## config.mk

```make
export PLATFORM = sky130hd
export DESIGN_NAME = mem_responder_flat
export DESIGN_NICKNAME = d
export VERILOG_FILES = /design/src/rtl/mem_responder_if.sv /design/src/rtl/mem_responder.sv /design/src/flat_wrapper.sv
export SDC_FILE = /design/constraint.sdc
export NUM_CORES = 1
export LEC_CHECK = 0
export CAP_MARGIN = 40
export CORE_ASPECT_RATIO = 0.8
export CORE_MARGIN = 3
export CORE_UTILIZATION = 44
export DETAILED_ROUTE_END_ITERATION = 16
export GPL_TIMING_DRIVEN = 0
export PLACE_DENSITY = 0.81
export SLEW_MARGIN = 30
export SYNTH_ARGS = -nofsm -noshare
export SYNTH_HDL_FRONTEND = slang
export SYNTH_SLANG_ARGS = --single-unit
```

## constraint.sdc

```tcl
create_clock -name clk -period 5.8 [get_ports clk]
set_input_delay 1.16 -clock clk [delete_from_list [all_inputs] [get_ports clk]]
set_output_delay 1.16 -clock clk [all_outputs]
set_load 0.05 [all_outputs]
```

## src/rtl/mem_responder_if.sv

```systemverilog
// Core request/response and RAM port signals of mem_responder.
// slave: the responder; master: the core plus RAM side driving it.
interface mem_responder_if;
  logic        en_mem;
  logic [1:0]  W_R_mem;
  logic [1:0]  wordsize_mem;
  logic        sign_mem;
  logic [31:0] addr;
  logic [31:0] wdata;
  logic [31:0] rdata;
  logic [31:0] inst;
  logic        busy_mem;
  logic        done_mem;
  logic        aligned_mem;
  logic [29:0] ram_addr;
  logic [31:0] ram_wdata;
  logic [3:0]  ram_be;
  logic        ram_we;
  logic        ram_req;
  logic [31:0] ram_rdata;
  logic        ram_ready;

  modport slave (
    input  en_mem, W_R_mem, wordsize_mem, sign_mem, addr, wdata, ram_rdata, ram_ready,
    output rdata, inst, busy_mem, done_mem, aligned_mem,
           ram_addr, ram_wdata, ram_be, ram_we, ram_req
  );

  modport master (
    output en_mem, W_R_mem, wordsize_mem, sign_mem, addr, wdata, ram_rdata, ram_ready,
    input  rdata, inst, busy_mem, done_mem, aligned_mem,
           ram_addr, ram_wdata, ram_be, ram_we, ram_req
  );
endinterface

```

## src/rtl/mem_responder.sv

```systemverilog
// Bridges the core's load/store/fetch strobe to a single-request word RAM.
// Optional MEM_RESP_TIMEOUT_EN: abort to ERROR if ram_ready never arrives.
module mem_responder #(
  parameter int unsigned TIMEOUT    = 255,
  parameter logic [31:0] RESET_INST = 32'h00000013
) (
  input logic            clk,
  input logic            reset,
  mem_responder_if.slave bus
);
  localparam logic [1:0] IDLE   = 2'd0;
  localparam logic [1:0] ACCESS = 2'd1;
  localparam logic [1:0] DONE   = 2'd2;
  localparam logic [1:0] ERROR  = 2'd3;

  localparam logic [1:0] OP_WRITE = 2'b01;
  localparam logic [1:0] OP_FETCH = 2'b11;
  localparam logic [1:0] SZ_BYTE  = 2'b00;
  localparam logic [1:0] SZ_HALF  = 2'b01;

  logic [1:0]  state, state_nxt;
  logic        en_prev;
  logic [1:0]  op_q, op_nxt;
  logic [1:0]  size_q, size_nxt;
  logic [1:0]  off_q, off_nxt;
  logic        sign_q, sign_nxt;
  logic        busy_nxt, done_nxt, aligned_nxt, req_nxt, we_nxt;
  logic [3:0]  be_nxt;
  logic [29:0] raddr_nxt;
  logic [31:0] wdata_nxt, rdata_nxt, inst_nxt;
  logic        start_c, misaligned_c;

`ifdef MEM_RESP_TIMEOUT_EN
  localparam int unsigned CNT_W = ((TIMEOUT + 1) > 256) ? $clog2(TIMEOUT + 1) : 8;
  logic [CNT_W-1:0] cnt_q, cnt_nxt;
`else
  logic [31:0] unused_timeout;
  assign unused_timeout = 32'(TIMEOUT);
`endif

  assign start_c = bus.en_mem & ~en_prev;

  // Alignment of the request being captured this edge; fetches are always word-sized.
  always_comb begin
    misaligned_c = 1'b0;
    if (bus.W_R_mem == OP_FETCH) begin
      misaligned_c = (bus.addr[1:0] != 2'b00);
    end else begin
      case (bus.wordsize_mem)
        SZ_BYTE: misaligned_c = 1'b0;
        SZ_HALF: misaligned_c = bus.addr[0];
        default: misaligned_c = (bus.addr[1:0] != 2'b00);
      endcase
    end
  end

  function automatic logic [31:0] format_load(input logic [31:0] word, input logic [1:0] size,
                                              input logic [1:0] off, input logic sgn);
    logic [7:0]  b;
    logic [15:0] h;
    b = word[{off, 3'b000} +: 8];
    h = off[1] ? word[31:16] : word[15:0];
    case (size)
      SZ_BYTE: format_load = {{24{sgn & b[7]}}, b};
      SZ_HALF: format_load = {{16{sgn & h[15]}}, h};
      default: format_load = word;
    endcase
  endfunction

  // Next state and next registered outputs.
  always_comb begin
    state_nxt   = state;
    op_nxt      = op_q;
    size_nxt    = size_q;
    off_nxt     = off_q;
    sign_nxt    = sign_q;
    busy_nxt    = bus.busy_mem;
    done_nxt    = 1'b0;
    aligned_nxt = bus.aligned_mem;
    req_nxt     = bus.ram_req;
    we_nxt      = bus.ram_we;
    be_nxt      = bus.ram_be;
    raddr_nxt   = bus.ram_addr;
    wdata_nxt   = bus.ram_wdata;
    rdata_nxt   = bus.rdata;
    inst_nxt    = bus.inst;
`ifdef MEM_RESP_TIMEOUT_EN
    cnt_nxt     = cnt_q;
`endif
    case (state)
      IDLE: begin
        if (start_c) begin
          op_nxt   = bus.W_R_mem;
          size_nxt = bus.wordsize_mem;
          off_nxt  = bus.addr[1:0];
          sign_nxt = bus.sign_mem;
          if (misaligned_c) begin
            state_nxt   = ERROR;
            aligned_nxt = 1'b0;
          end else begin
            state_nxt = ACCESS;
            busy_nxt  = 1'b1;
            req_nxt   = 1'b1;
            we_nxt    = (bus.W_R_mem == OP_WRITE);
            raddr_nxt = bus.addr[31:2];
            be_nxt    = 4'hF;
            wdata_nxt = bus.wdata;
            if (bus.W_R_mem == OP_WRITE) begin
              case (bus.wordsize_mem)
                SZ_BYTE: begin
                  be_nxt    = 4'(4'b0001 << bus.addr[1:0]);
                  wdata_nxt = {4{bus.wdata[7:0]}};
                end
                SZ_HALF: begin
                  be_nxt    = bus.addr[1] ? 4'b1100 : 4'b0011;
                  wdata_nxt = {2{bus.wdata[15:0]}};
                end
                default: ;
              endcase
            end
`ifdef MEM_RESP_TIMEOUT_EN
            cnt_nxt = '0;
`endif
          end
        end
      end
      ACCESS: begin
        if (bus.ram_ready) begin
          state_nxt = DONE;
          busy_nxt  = 1'b0;
          req_nxt   = 1'b0;
          we_nxt    = 1'b0;
          be_nxt    = 4'h0;
          done_nxt  = 1'b1;
          if (op_q == OP_FETCH) begin
            inst_nxt = bus.ram_rdata;
          end else if (op_q != OP_WRITE) begin
            rdata_nxt = format_load(bus.ram_rdata, size_q, off_q, sign_q);
          end
        end
`ifdef MEM_RESP_TIMEOUT_EN
        else if (cnt_q == CNT_W'(TIMEOUT - 1)) begin
          state_nxt   = ERROR;
          busy_nxt    = 1'b0;
          req_nxt     = 1'b0;
          we_nxt      = 1'b0;
          be_nxt      = 4'h0;
          aligned_nxt = 1'b0;
        end else begin
          cnt_nxt = cnt_q + CNT_W'(1);
        end
`endif
      end
      DONE:    state_nxt = IDLE;
      default: state_nxt = ERROR;
    endcase
  end

  always_ff @(posedge clk or posedge reset) begin
    if (reset) begin
      state           <= IDLE;
      en_prev         <= 1'b0;
      op_q            <= 2'b00;
      size_q          <= 2'b00;
      off_q           <= 2'b00;
      sign_q          <= 1'b0;
      bus.busy_mem    <= 1'b0;
      bus.done_mem    <= 1'b0;
      bus.aligned_mem <= 1'b1;
      bus.ram_req     <= 1'b0;
      bus.ram_we      <= 1'b0;
      bus.ram_be      <= 4'h0;
      bus.ram_addr    <= 30'h0;
      bus.ram_wdata   <= 32'h0;
      bus.rdata       <= 32'h0;
      bus.inst        <= RESET_INST;
`ifdef MEM_RESP_TIMEOUT_EN
      cnt_q           <= '0;
`endif
    end else begin
      state           <= state_nxt;
      en_prev         <= bus.en_mem;
      op_q            <= op_nxt;
      size_q          <= size_nxt;
      off_q           <= off_nxt;
      sign_q          <= sign_nxt;
      bus.busy_mem    <= busy_nxt;
      bus.done_mem    <= done_nxt;
      bus.aligned_mem <= aligned_nxt;
      bus.ram_req     <= req_nxt;
      bus.ram_we      <= we_nxt;
      bus.ram_be      <= be_nxt;
      bus.ram_addr    <= raddr_nxt;
      bus.ram_wdata   <= wdata_nxt;
      bus.rdata       <= rdata_nxt;
      bus.inst        <= inst_nxt;
`ifdef MEM_RESP_TIMEOUT_EN
      cnt_q           <= cnt_nxt;
`endif
    end
  end
endmodule

```

## src/flat_wrapper.sv

```systemverilog
// flat-port wrapper written by rule: the top's interface ports become plain ports
module mem_responder_flat 
#(
  parameter int unsigned TIMEOUT    = 255,
  parameter logic [31:0] RESET_INST = 32'h00000013
)
  (clk, reset, bus_en_mem, bus_W_R_mem, bus_wordsize_mem, bus_sign_mem, bus_addr, bus_wdata, bus_ram_rdata, bus_ram_ready, bus_rdata, bus_inst, bus_busy_mem, bus_done_mem, bus_aligned_mem, bus_ram_addr, bus_ram_wdata, bus_ram_be, bus_ram_we, bus_ram_req);
  mem_responder_if bus_i ();
  input logic clk;
  input logic reset;
  input wire logic [$bits(bus_i.en_mem)-1:0] bus_en_mem;
  input wire logic [$bits(bus_i.W_R_mem)-1:0] bus_W_R_mem;
  input wire logic [$bits(bus_i.wordsize_mem)-1:0] bus_wordsize_mem;
  input wire logic [$bits(bus_i.sign_mem)-1:0] bus_sign_mem;
  input wire logic [$bits(bus_i.addr)-1:0] bus_addr;
  input wire logic [$bits(bus_i.wdata)-1:0] bus_wdata;
  input wire logic [$bits(bus_i.ram_rdata)-1:0] bus_ram_rdata;
  input wire logic [$bits(bus_i.ram_ready)-1:0] bus_ram_ready;
  output wire logic [$bits(bus_i.rdata)-1:0] bus_rdata;
  output wire logic [$bits(bus_i.inst)-1:0] bus_inst;
  output wire logic [$bits(bus_i.busy_mem)-1:0] bus_busy_mem;
  output wire logic [$bits(bus_i.done_mem)-1:0] bus_done_mem;
  output wire logic [$bits(bus_i.aligned_mem)-1:0] bus_aligned_mem;
  output wire logic [$bits(bus_i.ram_addr)-1:0] bus_ram_addr;
  output wire logic [$bits(bus_i.ram_wdata)-1:0] bus_ram_wdata;
  output wire logic [$bits(bus_i.ram_be)-1:0] bus_ram_be;
  output wire logic [$bits(bus_i.ram_we)-1:0] bus_ram_we;
  output wire logic [$bits(bus_i.ram_req)-1:0] bus_ram_req;
  assign bus_i.en_mem = bus_en_mem;
  assign bus_i.W_R_mem = bus_W_R_mem;
  assign bus_i.wordsize_mem = bus_wordsize_mem;
  assign bus_i.sign_mem = bus_sign_mem;
  assign bus_i.addr = bus_addr;
  assign bus_i.wdata = bus_wdata;
  assign bus_i.ram_rdata = bus_ram_rdata;
  assign bus_i.ram_ready = bus_ram_ready;
  assign bus_rdata = bus_i.rdata;
  assign bus_inst = bus_i.inst;
  assign bus_busy_mem = bus_i.busy_mem;
  assign bus_done_mem = bus_i.done_mem;
  assign bus_aligned_mem = bus_i.aligned_mem;
  assign bus_ram_addr = bus_i.ram_addr;
  assign bus_ram_wdata = bus_i.ram_wdata;
  assign bus_ram_be = bus_i.ram_be;
  assign bus_ram_we = bus_i.ram_we;
  assign bus_ram_req = bus_i.ram_req;
  mem_responder #(.TIMEOUT(TIMEOUT), .RESET_INST(RESET_INST)) u_core (.clk(clk), .reset(reset), .bus(bus_i));
endmodule
```

==> impl_metrics.prom <==
# TYPE chip_impl_metric gauge
chip_impl_metric{name="antenna_cells_inserted",unit=""} 0
chip_impl_metric{name="number_of_global_route_vias_before_repair",unit=""} 5500
chip_impl_metric{name="vias",unit=""} 5143
chip_impl_metric{name="dp.cells",unit=""} 930
chip_impl_metric{name="grt-ovfl-total",unit=""} 0
chip_impl_metric{name="timing.final.crit_share",unit=""} 0.508
chip_impl_metric{name="share_of_post_route_cells_with_drive_strength_above_1",unit=""} 0.185
chip_impl_info{name="tritoncts",value="built"} 1
chip_impl_metric{name="cts_sinks",unit=""} 144
chip_impl_metric{name="synthToLayoutAreaGrowth",unit="%"} 52.3
chip_impl_metric{name="timing.critical_path.slowest_cell_delay",unit="ps"} 830
chip_impl_metric{name="finalHoldViolCount",unit=""} 0
chip_impl_metric{name="final-max-slew-violation-count",unit=""} 0
chip_impl_info{name="netlist_top_cells_count",value="sky130_fd_sc_hd__dfrtp_1 (140), sky130_fd_sc_hd__mux2_2 (87), sky130_fd_sc_hd__nand2_1 (56)"} 1
chip_impl_metric{name="synth_enable_flop_cells",unit=""} 0
chip_impl_metric{name="finalClockSkew",unit="ps"} 6.35
chip_impl_info{name="synth_ff_type",value="sky130_fd_sc_hd__dfrtp_1"} 1
chip_impl_info{name="synth.most_common_cell",value="sky130_fd_sc_hd__dfrtp_1"} 1
chip_impl_metric{name="io_pins",unit=""} 240
chip_impl_metric{name="port-buffer-count",unit=""} 238
chip_impl_metric{name="cts_max_path_buffers",unit=""} 2
chip_impl_metric{name="std_cell_rows",unit=""} 38
chip_impl_metric{name="detailedPlacementHpwl",unit="um"} 13600
chip_impl_metric{name="maxSlewHeadroom",unit=""} 0.447
chip_impl_metric{name="post-route-cell-area",unit="um^2"} 9390
chip_impl_info{name="run_status",value="completed"} 1
chip_impl_metric{name="maximum_number_of_pins_on_one_net_before_global_route_repair",unit=""} 86
chip_impl_metric{name="dpl-instance-area",unit="um^2"} 8810
chip_impl_metric{name="antenna_found_initial",unit=""} 0
chip_impl_metric{name="drc",unit=""} 0
chip_impl_metric{name="seqCellArea",unit="um^2"} 3610
chip_impl_info{name="clk_root_buffer_cell",value="sky130_fd_sc_hd__clkbuf_16"} 1
chip_impl_metric{name="cts_max_level",unit=""} 4
chip_impl_metric{name="cts_made_buffers",unit=""} 17
chip_impl_metric{name="fmax",unit="MHz"} 340
chip_impl_info{name="startpoint_type",value="flip-flop"} 1
chip_impl_metric{name="groute.usage.overall",unit=""} 0.241
chip_impl_info{name="worstSetupEndpointType",value="output pin"} 1
chip_impl_metric{name="routed_via_density",unit=""} 5.35
chip_impl_metric{name="multi_input_comb_area",unit="um^2"} 2400
chip_impl_info{name="critPathTopFamily",value="buffers and inverters"} 1
chip_impl_metric{name="worst_hold_slack",unit="ps"} 472
chip_impl_metric{name="dr.pass1.iters",unit=""} 6
chip_impl_metric{name="max_slew.worst_pin.slew",unit="ps"} 827
chip_impl_metric{name="grt_first_pass_wirelength",unit="um"} 29500
chip_impl_metric{name="design.final.nets",unit=""} 877
chip_impl_metric{name="fp.dieH",unit="um"} 112
chip_impl_metric{name="route.detailed.wl_per_inst",unit="um"} 19.0
chip_impl_metric{name="crit_path_required_time",unit="ps"} 4640
chip_impl_metric{name="synth_area_per_cell",unit="um^2"} 12.1
chip_impl_metric{name="powerDensity",unit="nW/um^2"} 686
chip_impl_info{name="setup_cp_type",value="flip-flop to output pin"} 1
chip_impl_metric{name="routed_wirelength",unit="um"} 18300
chip_impl_metric{name="initial_utilization",unit=""} 0.452
chip_impl_metric{name="yosys_warnings",unit=""} 0
chip_impl_metric{name="finalWeightedCongestion",unit=""} 0.890
chip_impl_metric{name="final.fill_count",unit=""} 933
chip_impl_metric{name="postCtsSetupRepairBufs",unit=""} 0
chip_impl_metric{name="vdd_drop_max",unit="mV"} 0.462
chip_impl_metric{name="power.static_leakage",unit="nW"} 4.06
chip_impl_metric{name="stdcell_count",unit=""} 962
chip_impl_metric{name="netlist.area_leader.share",unit=""} 0.568
chip_impl_info{name="timing.hold.worst.class",value="flip-flop to flip-flop"} 1
chip_impl_info{name="path_cells",value="clkdlybuf4s50_1"} 1
chip_impl_metric{name="worst-path-max-fanout",unit=""} 2
chip_impl_metric{name="fin_crit",unit="ps"} 2940
chip_impl_metric{name="syn-cell-area",unit="um^2"} 6170
chip_impl_metric{name="clk_slew_on_worst_s_h_paths",unit="ps"} 60
chip_impl_metric{name="synthCells",unit=""} 511
chip_impl_metric{name="first_iter_violations",unit=""} 388
chip_impl_metric{name="cts_hold_repair.buffers",unit=""} 0
chip_impl_info{name="netlist.top_cell.by_area",value="sky130_fd_sc_hd__dfrtp_1"} 1
chip_impl_metric{name="synth.distinct_cells",unit=""} 40
chip_impl_metric{name="cp_data_arrival_time",unit="ps"} 1780
chip_impl_metric{name="path_buf_inv",unit=""} 1
chip_impl_info{name="netlist_top_cells_area",value="sky130_fd_sc_hd__dfrtp_1 (57%), sky130_fd_sc_hd__mux2_2 (16%), sky130_fd_sc_hd__nand2_1 (3.4%)"} 1
chip_impl_metric{name="finalSetupViolations",unit=""} 0
chip_impl_metric{name="drtAntennaViolNets",unit=""} 0
chip_impl_metric{name="synth-seq-cells",unit=""} 144
chip_impl_info{name="worst_path_max_delay_cell",value="sky130_fd_sc_hd__clkdlybuf4s50_1"} 1
chip_impl_metric{name="post_cts_resize_count",unit=""} 0
chip_impl_metric{name="post_synthesis_sequential_area_ratio",unit=""} 0.585
chip_impl_metric{name="synth-async-reset-ratio",unit=""} 1.00
chip_impl_metric{name="timing.max_cap.violations",unit=""} 0
chip_impl_metric{name="placeableCoreArea",unit="um^2"} 13600
chip_impl_metric{name="worst_skew_pair.late_latency",unit="ps"} 420
chip_impl_metric{name="syn_nets",unit=""} 619
chip_impl_info{name="setup_repair_after_global_routing_missed_its_margin",value="no"} 1
chip_impl_metric{name="die_w",unit="um"} 138
chip_impl_metric{name="die_area",unit="um^2"} 15500
state kept, by name, indices dropped and copies added, names as in the netlist, 2 cells and up:
register / flops
u_core.bus.ram_be: 4
u_core.bus.inst: 32
u_core.state: 2
u_core.op_q: 2
u_core.bus.ram_addr: 30
u_core.off_q: 2
u_core.bus.ram_wdata: 32
u_core.bus.rdata: 32
u_core.size_q: 2
through the flow:
step                power (mW)  worst slack, ps  setup TNS, ps  utilization
finish                    6.45             2860              0        0.688
global route              6.73             2810              0        0.688
CTS                       6.48             2850              0        0.688
detailed placement        5.37             2540              0        0.646
global placement          5.29            -1000        -139460        0.643
floorplan                 4.09              780              0            -
final cells by class:
cell class,count,area share
sequential,144,0.384
clock buffer,26,0.0532
clock inverter,6,0.00879
tap,180,0.0240
timing repair buffer,239,0.257
buffer,30,0.0149
inverter,6,0.00320
multi-input combinational,331,0.255
power by group:
part | switching, mW | internal [mW] | leakage, nW
Clock | 0.401 | 0.677 | 0.284
Combinational | 2.33 | 1.26 | 2.00
Sequential | 0.286 | 1.49 | 1.77
cells by family after synthesis:
group	Yosys count	synth area share
buffers and inverters	36	0.0264
AOI/OAI and AO/OA	94	0.107
muxes	102	0.184
DFF	144	0.585
and+or+nand+nor	132	0.0915
adders and majority gates	3	0.00609
worst paths after layout:
| path | start | end | slack [ps] | cells after the start |
|---|---|---|---|---|
| worst max-delay path | u_core.bus.aligned_mem | bus_aligned_mem | 2860 | 1 |
| worst min-delay path | u_core.bus.aligned_mem | u_core.bus.aligned_mem | 470 | 1 |
| worst max register to register | u_core.state[0] | u_core.bus.ram_wdata[10] | 3460 | 8 |
| worst min register to register | u_core.bus.aligned_mem | u_core.bus.aligned_mem | 470 | 1 |
| max in group asynchronous | reset | u_core.bus.inst[0] | 3840 | 3 |
| min in group asynchronous | reset | u_core.bus.inst[31] | 1220 | 2 |
layout by cell type, fill, tap and decap left out, drive strengths merged, types with 3 or more instances in the layout:
| cell type | synthesis | routed |
|---|---|---|
| a211oi | 5 | 5 |
| a21oi | 21 | 21 |
| a221oi | 9 | 9 |
| a222oi | 7 | 7 |
| a22o | 4 | 4 |
| buf | 19 | 20 |
| clkbuf | 11 | 37 |
| clkdlybuf4s50 | 0 | 238 |
| clkinv | 0 | 3 |
| dfrtp | 140 | 140 |
| dfstp | 4 | 4 |
| ha | 3 | 3 |
| inv | 6 | 6 |
| mux2 | 88 | 88 |
| mux2i | 14 | 14 |
| nand2 | 56 | 56 |
| nand2b | 3 | 3 |
| nor2 | 51 | 51 |
| nor2b | 10 | 10 |
| nor3b | 4 | 4 |
| o21ai | 30 | 30 |
| o31ai | 11 | 11 |
routing by layer:
metal	track usage	share of wire	vias up
li1	-	-	2323
met1	0.305	0.40	2504
met2	0.386	0.48	285
met3	0.0979	0.11	31
met4	0.0678	0.015	0
met5	0	0	-
worst register-to-register path, cell delays in order (launching register included):
cell	delay [ps]
sky130_fd_sc_hd__dfrtp_1	400
sky130_fd_sc_hd__inv_1	60
sky130_fd_sc_hd__ha_1	240
sky130_fd_sc_hd__nand3b_1	340
sky130_fd_sc_hd__o21bai_2	260
sky130_fd_sc_hd__buf_2	300
sky130_fd_sc_hd__buf_1	410
sky130_fd_sc_hd__nand2_1	130
sky130_fd_sc_hd__o31ai_1	90
Note: power is estimated with default switching activity, not from simulation.
